## src/rtl/mvu_pkg.sv

```systemverilog
// Shared types and constants for the multi-channel MVU bit-plane transposer.
package mvu_pkg;

    typedef enum logic [1:0] {
        StIdle,
        StRun,
        StDone
    } tp_state_e;

    localparam int unsigned TP_MAX_PREC = 16;
    localparam int unsigned TP_NBLK_W   = 16;

endpackage

```

## src/rtl/mvu_tp_bank.sv

```systemverilog
// One transposer buffer: NUM_WORDS elements of MAX_PREC bits, written one element
// at a time and read back one bit-plane at a time.
module mvu_tp_bank #(
    parameter int unsigned NUM_WORDS = 64,
    parameter int unsigned MAX_PREC  = 16,
    parameter int unsigned IDX_W     = 6,
    parameter int unsigned PL_W      = 4
) (
    input  logic                 clk,
    input  logic                 rst_n,
    input  logic                 we,
    input  logic [IDX_W-1:0]     widx,
    input  logic [MAX_PREC-1:0]  wdata,
    input  logic [PL_W-1:0]      plane,
    output logic [NUM_WORDS-1:0] rplane
);

    logic [MAX_PREC-1:0] mem_q [NUM_WORDS];

    // Element storage; one element written per accepted beat.
    always_ff @(posedge clk or negedge rst_n) begin
        if (!rst_n) begin
            for (int i = 0; i < NUM_WORDS; i++) begin
                mem_q[i] <= '0;
            end
        end else if (we) begin
            mem_q[widx] <= wdata;
        end
    end

    // Plane read: bit i of the plane is bit 'plane' of element i.
    always_comb begin
        rplane = '0;
        for (int i = 0; i < NUM_WORDS; i++) begin
            rplane[i] = mem_q[i][plane];
        end
    end

endmodule

```

## src/rtl/mvu_data_transposer_mc.sv

```systemverilog
// Multi-channel bit-plane transposer: collects NUM_WORDS elements per block into
// one of two banks and drains each full bank as prec bit-plane words, MSB first,
// to the selected MVU data RAM.
// Optional feature: define MVU_TP_STATS_EN to add the stall_cnt output.
module mvu_data_transposer_mc
    import mvu_pkg::*;
#(
    parameter int unsigned NCHAN     = 8,
    parameter int unsigned NUM_WORDS = 64,
    parameter int unsigned XLEN      = 32,
    parameter int unsigned ADDR_W    = 15,
    parameter int unsigned MAX_PREC  = TP_MAX_PREC,
    parameter int unsigned CH_W      = (NCHAN > 1) ? $clog2(NCHAN) : 1,
    parameter int unsigned PREC_W    = $clog2(MAX_PREC) + 1
) (
    input  logic                 clk,
    input  logic                 rst_n,
    input  logic                 cfg_start,
    input  logic [PREC_W-1:0]    cfg_prec,
    input  logic [ADDR_W-1:0]    cfg_baddr,
    input  logic [CH_W-1:0]      cfg_chan,
    input  logic [TP_NBLK_W-1:0] cfg_nblk,
    input  logic                 in_valid,
    output logic                 in_ready,
    input  logic [XLEN-1:0]      in_word,
    output logic [NCHAN-1:0]     wr_en,
    output logic [ADDR_W-1:0]    wr_addr,
    output logic [NUM_WORDS-1:0] wr_word,
    output logic                 busy,
    output logic                 done,
`ifdef MVU_TP_STATS_EN
    output logic [31:0]          stall_cnt,
`endif
    output logic                 err
);

    localparam int unsigned IDX_W = (NUM_WORDS > 1) ? $clog2(NUM_WORDS) : 1;
    localparam int unsigned PL_W  = (MAX_PREC > 1) ? $clog2(MAX_PREC) : 1;

    tp_state_e               state_q, state_d;
    logic [PREC_W-1:0]       prec_q, prec_d;
    logic [CH_W-1:0]         chan_q, chan_d;
    logic [TP_NBLK_W-1:0]    nblk_q, nblk_d;
    logic [TP_NBLK_W-1:0]    blk_in_q, blk_in_d;
    logic [TP_NBLK_W-1:0]    blk_out_q, blk_out_d;
    logic [IDX_W-1:0]        e_q, e_d;
    logic                    fill_bank_q, fill_bank_d;
    logic                    drain_bank_q, drain_bank_d;
    logic [1:0]              full_q, full_d;
    logic [PL_W-1:0]         plane_q, plane_d;
    logic [ADDR_W-1:0]       addr_q, addr_d;
    logic                    last_q, last_d;
    logic [NCHAN-1:0]        wr_en_q, wr_en_d;
    logic [ADDR_W-1:0]       wr_addr_q, wr_addr_d;
    logic [NUM_WORDS-1:0]    wr_word_q, wr_word_d;
    logic                    err_q, err_d;
`ifdef MVU_TP_STATS_EN
    logic [31:0]             stall_q, stall_d;
`endif

    logic                    start_legal;
    logic                    accept;
    logic                    drain_go;
    logic [1:0]              bank_we;
    logic [NUM_WORDS-1:0]    plane_rd [2];

    assign start_legal = (cfg_prec != '0) && (cfg_prec <= PREC_W'(MAX_PREC)) &&
                         (cfg_nblk != '0);
    assign accept      = in_valid & in_ready;
    assign drain_go    = (state_q == StRun) && full_q[drain_bank_q];

    // Element bits above MAX_PREC never reach a bank.
    if (XLEN > MAX_PREC) begin : g_unused_upper
        logic unused_upper;
        assign unused_upper = ^in_word[XLEN-1:MAX_PREC];
    end

    mvu_tp_bank #(
        .NUM_WORDS (NUM_WORDS),
        .MAX_PREC  (MAX_PREC),
        .IDX_W     (IDX_W),
        .PL_W      (PL_W)
    ) u_bank0 (
        .clk    (clk),
        .rst_n  (rst_n),
        .we     (bank_we[0]),
        .widx   (e_q),
        .wdata  (in_word[MAX_PREC-1:0]),
        .plane  (plane_q),
        .rplane (plane_rd[0])
    );

    mvu_tp_bank #(
        .NUM_WORDS (NUM_WORDS),
        .MAX_PREC  (MAX_PREC),
        .IDX_W     (IDX_W),
        .PL_W      (PL_W)
    ) u_bank1 (
        .clk    (clk),
        .rst_n  (rst_n),
        .we     (bank_we[1]),
        .widx   (e_q),
        .wdata  (in_word[MAX_PREC-1:0]),
        .plane  (plane_q),
        .rplane (plane_rd[1])
    );

    // FSM state register.
    always_ff @(posedge clk or negedge rst_n) begin
        if (!rst_n) begin
            state_q <= StIdle;
        end else begin
            state_q <= state_d;
        end
    end

    // FSM next state: DONE follows the cycle in which the final plane is written.
    always_comb begin
        state_d = state_q;
        unique case (state_q)
            StIdle:  if (cfg_start && start_legal) state_d = StRun;
            StRun:   if (last_q) state_d = StDone;
            StDone:  state_d = StIdle;
            default: state_d = StIdle;
        endcase
    end

    // FSM-derived outputs and registered write port.
    always_comb begin
        in_ready = (state_q == StRun) && !full_q[fill_bank_q] && (blk_in_q < nblk_q);
        busy     = (state_q == StRun);
        done     = (state_q == StDone);
        wr_en    = wr_en_q;
        wr_addr  = wr_addr_q;
        wr_word  = wr_word_q;
        err      = err_q;
`ifdef MVU_TP_STATS_EN
        stall_cnt = stall_q;
`endif
    end

    // Datapath next state: config capture, fill pointer, drain pointer, address.
    always_comb begin
        prec_d       = prec_q;
        chan_d       = chan_q;
        nblk_d       = nblk_q;
        blk_in_d     = blk_in_q;
        blk_out_d    = blk_out_q;
        e_d          = e_q;
        fill_bank_d  = fill_bank_q;
        drain_bank_d = drain_bank_q;
        full_d       = full_q;
        plane_d      = plane_q;
        addr_d       = addr_q;
        last_d       = last_q;
        wr_en_d      = '0;
        wr_addr_d    = wr_addr_q;
        wr_word_d    = wr_word_q;
        err_d        = err_q;
        bank_we      = '0;
`ifdef MVU_TP_STATS_EN
        stall_d      = stall_q;
`endif

        if (cfg_start) begin
            if (state_q != StIdle || !start_legal) begin
                err_d = 1'b1;
            end else begin
                prec_d       = cfg_prec;
                chan_d       = cfg_chan;
                nblk_d       = cfg_nblk;
                blk_in_d     = '0;
                blk_out_d    = '0;
                e_d          = '0;
                fill_bank_d  = 1'b0;
                drain_bank_d = 1'b0;
                full_d       = '0;
                plane_d      = PL_W'(cfg_prec - PREC_W'(1));
                addr_d       = cfg_baddr;
                last_d       = 1'b0;
                err_d        = 1'b0;
`ifdef MVU_TP_STATS_EN
                stall_d      = '0;
`endif
            end
        end

        if (drain_go) begin
            wr_en_d   = NCHAN'(1) << chan_q;
            wr_addr_d = addr_q;
            wr_word_d = plane_rd[drain_bank_q];
            addr_d    = addr_q + ADDR_W'(1);
            if (plane_q == '0) begin
                full_d[drain_bank_q] = 1'b0;
                drain_bank_d         = ~drain_bank_q;
                plane_d              = PL_W'(prec_q - PREC_W'(1));
                blk_out_d            = blk_out_q + TP_NBLK_W'(1);
                if (blk_out_q == nblk_q - TP_NBLK_W'(1)) begin
                    last_d = 1'b1;
                end
            end else begin
                plane_d = plane_q - PL_W'(1);
            end
        end

        // Fill updates come after drain so a completing fill wins on a shared bank.
        if (accept) begin
            bank_we[fill_bank_q] = 1'b1;
            if (e_q == IDX_W'(NUM_WORDS - 1)) begin
                e_d                 = '0;
                full_d[fill_bank_q] = 1'b1;
                fill_bank_d         = ~fill_bank_q;
                blk_in_d            = blk_in_q + TP_NBLK_W'(1);
            end else begin
                e_d = e_q + IDX_W'(1);
            end
        end

        if (state_q == StDone) begin
            last_d = 1'b0;
        end

`ifdef MVU_TP_STATS_EN
        if ((state_q == StRun) && in_valid && !in_ready && (stall_q != '1)) begin
            stall_d = stall_q + 32'd1;
        end
`endif
    end

    // Datapath registers.
    always_ff @(posedge clk or negedge rst_n) begin
        if (!rst_n) begin
            prec_q       <= '0;
            chan_q       <= '0;
            nblk_q       <= '0;
            blk_in_q     <= '0;
            blk_out_q    <= '0;
            e_q          <= '0;
            fill_bank_q  <= 1'b0;
            drain_bank_q <= 1'b0;
            full_q       <= '0;
            plane_q      <= '0;
            addr_q       <= '0;
            last_q       <= 1'b0;
            wr_en_q      <= '0;
            wr_addr_q    <= '0;
            wr_word_q    <= '0;
            err_q        <= 1'b0;
`ifdef MVU_TP_STATS_EN
            stall_q      <= '0;
`endif
        end else begin
            prec_q       <= prec_d;
            chan_q       <= chan_d;
            nblk_q       <= nblk_d;
            blk_in_q     <= blk_in_d;
            blk_out_q    <= blk_out_d;
            e_q          <= e_d;
            fill_bank_q  <= fill_bank_d;
            drain_bank_q <= drain_bank_d;
            full_q       <= full_d;
            plane_q      <= plane_d;
            addr_q       <= addr_d;
            last_q       <= last_d;
            wr_en_q      <= wr_en_d;
            wr_addr_q    <= wr_addr_d;
            wr_word_q    <= wr_word_d;
            err_q        <= err_d;
`ifdef MVU_TP_STATS_EN
            stall_q      <= stall_d;
`endif
        end
    end

endmodule

```

## config.mk

```make
export PLATFORM = sky130hd
export DESIGN_NAME = mvu_data_transposer_mc
export DESIGN_NICKNAME = d
export VERILOG_FILES = /design/src/rtl/mvu_pkg.sv /design/src/rtl/mvu_tp_bank.sv /design/src/rtl/mvu_data_transposer_mc.sv
export SDC_FILE = /design/constraint.sdc
export NUM_CORES = 2
export LEC_CHECK = 0
export CORE_MARGIN = 2
export CORE_UTILIZATION = 69
export CTS_CLUSTER_SIZE = 25
export DETAILED_ROUTE_END_ITERATION = 8
export DONT_BUFFER_PORTS = 1
export GPL_ROUTABILITY_DRIVEN = 0
export PLACE_DENSITY = 0.87
export SYNTH_ARGS = -nofsm -noshare
export SYNTH_HDL_FRONTEND = slang
export SYNTH_SLANG_ARGS = --single-unit
export TNS_END_PERCENT = 5
```

## constraint.sdc

```tcl
create_clock -name clk -period 6.4 [get_ports clk]
set_input_delay 1.6 -clock clk [delete_from_list [all_inputs] [get_ports clk]]
set_output_delay 1.6 -clock clk [all_outputs]
set_load 0.005 [all_outputs]
```

[Yosys cells after proc, flatten, opt, wreduce, memory -nomap -nowiden]
Cells that the tools add are included.
Operators by class
  bitwise gates (word level): 9
  order comparisons: 10
  multiplexer cells: 316
  shift operators: 1
  equality and inequality tests: 8
  $add $sub $neg: 8
  reductions and logical operators: 23
Operators by type and width (number)
  bitwise mux 1024 bit: 2
  binary-select mux 1 bit (select 4 bit): 128
  two-way mux 64 bit: 3
  two-way mux 1 bit: 149
  two-way mux 16 bit: 9
  demux 16 bit (select 6 bit): 1
  two-way mux 15 bit: 3
  adder 16 x 1 -> 16 bit (second input constant): 2
  two-way mux 6 bit: 4
  two-way mux 2 bit: 9
  == test 16 bit: 1
  < comparator 16 bit: 1
  two-way mux 4 bit: 4
  nonzero test 16 bit: 1
  subtractor 16 x 1 -> 16 bit (second input constant): 1
  adder 15 x 1 -> 15 bit (second input constant): 1
  subtractor 4 x 1 -> 4 bit (second input constant): 3
  logical AND 1 bit: 9
  two-way mux 8 bit: 1
  AND reduction 2 bit: 4
  left shift 1 x 3 -> 8 bit (first input constant): 1
  >= comparator 7 bit (second input constant): 1
  < comparator 7 x 1 -> 1 bit (second input constant): 1
  inverter 6 -> 7 bit: 1
  other kinds (25): 35
Word-level totals
  register bits: 2223
  word-level logic and storage cells: 520

[Logic depth before layout (Yosys ltp)]
  word-level depth: 13
  depth in mapped cells: 12

[By module]
From an unflattened synthesis, not the netlist that was laid out.
Unflattened totals
  cells, all modules: 6698
  area, all modules: 101660.0 um^2
Modules (own cells, without submodules)
  mvu_tp_bank: cells an instance 2874, seq. area each 25624.6 um^2, area an instance 46368.2 um^2, instances 2
  mvu_data_transposer_mc: cells an instance 950, seq. area each 4379.2 um^2, area an instance 8923.6 um^2, instances 1

[Least setup slack after synthesis]
Ideal clock, no wire load.
  path type: input to register
  start point: in in_valid
  end point: reg u_bank0.mem_q[10] in the netlist's numbering
  arrival: 3607 ps
  path buffers: 3
  cell stages on the path: 8
  slack: 2668 ps
  cells stage by stage: clkbuf_1 -> inv_1 -> nor2_1 -> clkbuf_1 -> nand2_1 -> nor3_4 -> buf_4 -> mux2_2
On the way
  longest elaborated chain between the ends: 2
RTL lines
  start, declared: line mvu_data_transposer_mc.sv:23  | input logic in_valid,
  bitwise AND 1 bit: line mvu_data_transposer_mc.sv:69  | assign accept = in_valid & in_ready;
  two-way mux 2 bit: line mvu_data_transposer_mc.sv:207  | if (accept) begin
  end signal, assigned by index: line mvu_tp_bank.sv:27  | mem_q[widx] <= wdata;
  end, declared: line mvu_tp_bank.sv:18  | logic [MAX_PREC-1:0] mem_q [NUM_WORDS];
Every way passes these cells.
A chain may end at the register's enable or synchronous reset.

[Worst setup path in the final report]
  start point: reg nblk_q[15]
  end point: out in_ready
On the way
  longest elaborated chain between the ends: 2
RTL lines
  start, declared: line mvu_data_transposer_mc.sv:43  | logic [TP_NBLK_W-1:0] nblk_q, nblk_d;
  start signal, assigned: line mvu_data_transposer_mc.sv:255  | nblk_q <= nblk_d;
  < comparator 16 bit: line mvu_data_transposer_mc.sv:130  | in_ready = (state_q == StRun) && !full_q[fill_bank_q] && (blk_in_q < nblk_q);
  logical AND 1 bit: line mvu_data_transposer_mc.sv:130
  end, declared: line mvu_data_transposer_mc.sv:24  | output logic in_ready,
Every way passes these cells.

==> reports/qor.csv <==
metric,value,unit
outcome,completed,
fraction of registers with async set/reset,1.00,
vias in the first global route,63400,
unrepaired setup endpoints after global routing,no,
R2R setup slack,1.62,ns
area delta synth->final,8.10,%
root buffer cell,clkbuf_16,
initial antenna violation count,5,
Initial Util,0.694,
"Critical Path, Cell by Cell",inv_1 > ha_1 > nand4_1 > nand3b_1 > o221ai_4 > clkinv_2,
Gate Count Post-Synth,6692,
input/output buffers,0,
clk_skew,0.0266,ns
Die Y,389,um
cts repair resizes,0,
CTS tree,built,
hold path start,prec_q[3]$_DFFE_PN0P_,
"Seq/Total Area, Yosys",0.544,
fin area,111000,um^2
share of cells above drive strength 1,0.472,
vias per std cell,7.00,
std cell rows,141,
clock share of power,0.347,
GR Util All Layers,0.335,
Seq pwr share,0.432,
Yosys reg bits,2223,
H-Tree Depth,4,
CP Launch Point,nblk_q[15]$_DFFE_PN0P_,
Post-Syn Nets,6788,
maximum VDD drop,0.000328,V
reg2reg path depth,9,
I/O Pins,166,
Yosys top cell by area,dfrtp_1,
WHS Path Cells,2,
Power Dens Cells,347,nW/um^2
Pint,26.8,mW
CP max-delay cell,clkinv_2,
Setup CP Type,reg2out,
number of CTS-inserted buffers,214,
first-pass GRT wire length,385000,um
max-slew violation count,0,
leak pwr,52.4,nW
Final WS setup,0.901,ns
post-CTS setup buffer count,0,
final setup TNS,0,ns
relative slew slack,0.155,
"Setup violations, final",0,
total detailed-routing wirelength,250000,um
DP Area,103000,um^2
pre-CTS setup slack,1.72,ns
main area contributors after synthesis,"dfrtp_1 54%, mux2_2 21%, mux4_2 13%, clkbuf_1 1.5%, nand2_1 1.2%",
post-route ant nets,0,
worst r2r src,nblk_q[15]$_DFFE_PN0P_,
# nets final,6478,
CTS Hold Buffers Added,0,
GR Overflow Total,0,
YS warnings,0,
Synth top area share,0.544,
Fmax achieved,182,MHz
clk slew on worst S/H paths,0.06,ns
CP max stage delay,1.00,ns
Final Cycle Share,0.859,
Worst Tran Pin Value,1.26,ns
Post-Syn Area,102000,um^2
Post-DP HPWL,125000,um
clk_lat worst skew,0.87,ns
crit-path max FO,31,
Sw Ratio,0.301,
final hold vios,0,
drt wl/cell,29.4,um
Die X,389,um
Worst Path Required,4.80,ns
Max Cap Viol,0,
number of library cell types mapped by synthesis,65,
clk sinks,2223,
number of synthesized flops with an enable pin,0,
Crit. End Element,output pin,
sw power,11.6,mW
CTS Buffer Depth,3,
die area,151000,um^2
# DRC,0,
worst hold path class,reg2reg,
Comb pwr share,0.221,
CP arrival,3.90,ns
DR pass1 iterations,8,
min cycle time layout,5.50,ns
Core Area,147000,um^2
Iteration-0 DRC Markers,5356,
Syn Area/Cell,15.3,um^2
largest net degree at the start of global routing,195,
vias post-DR,59500,
ys flop type,dfrtp_1,
CP startpoint kind,flip-flop,
## flip-flops by register name (all words and copies together), names as in the netlist, 2 cells and up
name and flops:
addr_q 15, blk_in_q 16, blk_out_q 16, chan_q 3
e_q 6, full_q 2, nblk_q 16, plane_q 4
prec_q 4, state_q 2, u_bank0.mem_q 1024, u_bank1.mem_q 1024
wr_addr 15, wr_en 8, wr_word 64
## power by group through the flow
stage               clock network (mW)  registers (mW)  logic (mW)
CTS                               13.4            16.5        8.49
global route                      14.0            16.7        8.98
global placement                     0            16.7        8.29
finish                            13.3            16.6        8.47
floorplan                            0            16.1        6.47
detailed placement                   0            16.8        8.45
## critical path: cells and delay by family, from the launching register on
| kind | cells | cell delay (ns) |
|---|---|---|
| DFF | 1 | 0.41 |
| adders and majority gates | 1 | 0.33 |
| and+or+nand+nor | 2 | 0.46 |
| AOI/OAI and AO/OA | 1 | 0.76 |
| buffers and inverters | 2 | 1.08 |
## layer usage
layer / vias up / global-route usage / share of wire
li1: 24200 / - / -
met1: 32400 / 0.461 / 0.40
met2: 2296 / 0.540 / 0.49
met3: 594 / 0.0619 / 0.070
met4: 0 / 0.134 / 0.039
met5: - / 0 / 0
## kinds of logic (layout without fill, tap and decap cells)
| logic type | count (synthesis) | in the layout | synth area share |
|---|---|---|---|
| DFF | 2223 | 2223 | 0.544 |
| muxes | 2703 | 2703 | 0.360 |
| buffers and inverters | 649 | 520 | 0.0275 |
| and+or+nand+nor | 739 | 739 | 0.0431 |
| AOI/OAI and AO/OA | 329 | 329 | 0.0208 |
| adders and majority gates | 21 | 21 | 0.00257 |
| xor gates and xnor gates | 28 | 28 | 0.00240 |
| other | 0 | 1 | 0 |
## cell type report
class | count | area, um^2
Antenna cell | 1 | 2.50
Clock buffer | 298 | 6150
Clock inverter | 99 | 1330
Fill cell | 8086 | 36900
Inverter | 24 | 93.8
Multi-Input combinational cell | 3820 | 43900
Sequential cell | 2223 | 55600
Tap cell | 1930 | 2410
Timing Repair Buffer | 99 | 1030
## cell usage after synthesis (53+ instances only)
library cell  number
mux2_2          1940
a211oi_1          72
buf_2             74
buf_4             53
buf_1             64
dfrtp_1         2223
nor2b_1           66
mux4_2           576
clkbuf_1         422
a31oi_1           66
mux2i_1           75
nand2_1          334
mux2_1           111
o21ai_0          107
nand3_1           62
## path summary, 6_finish.rpt
check                                                  to
max                                              in_ready
min                                 prec_q[3]$_DFFE_PN0P_
max reg2reg                u_bank1.mem_q[387]$_DFFE_PN0P_
min reg2reg                         prec_q[3]$_DFFE_PN0P_
max in group asynchronous  u_bank0.mem_q[922]$_DFFE_PN0P_
min in group asynchronous  u_bank0.mem_q[336]$_DFFE_PN0P_
## cells in the final DEF, fill, tap and decap left out, drive strengths merged, types with 6 or more instances in the layout
cell | synthesis | routed
nor3b | 8 | 8
bufinv | 0 | 26
mux2 | 2052 | 2052
clkinv | 0 | 59
ha | 21 | 21
a31oi | 66 | 66
xor2 | 15 | 15
xnor2 | 13 | 13
and2 | 14 | 14
nor2 | 51 | 51
clkbuf | 422 | 298
nand3b | 9 | 9
nand2 | 334 | 334
nand4 | 23 | 23
inv | 24 | 33
a221o | 8 | 8
o21ai | 107 | 107
nand3 | 82 | 82
a211o | 6 | 6
a21oi | 29 | 29
nor3 | 76 | 76
a211oi | 72 | 72
nor4b | 7 | 7
and3 | 11 | 11
mux2i | 75 | 75
dfrtp | 2223 | 2223
mux4 | 576 | 576
nor4 | 36 | 36
nor2b | 66 | 66
buf | 203 | 99
nand2b | 6 | 6
## stage by stage
stage / total power [mW] / hold WS (ns) / util / cells
after global routing: 39.7 / 0.496 / 0.750 / 8494
final: 38.4 / 0.477 / 0.750 / 8494
after floorplan: 22.6 / 0.438 / - / 6692
after CTS: 38.5 / 0.475 / 0.750 / 8493
after detailed placement: 25.2 / 0.462 / 0.699 / 8096
after global placement: 25.0 / 0.456 / 0.699 / 8096
Power figures use the tool's default switching activity.
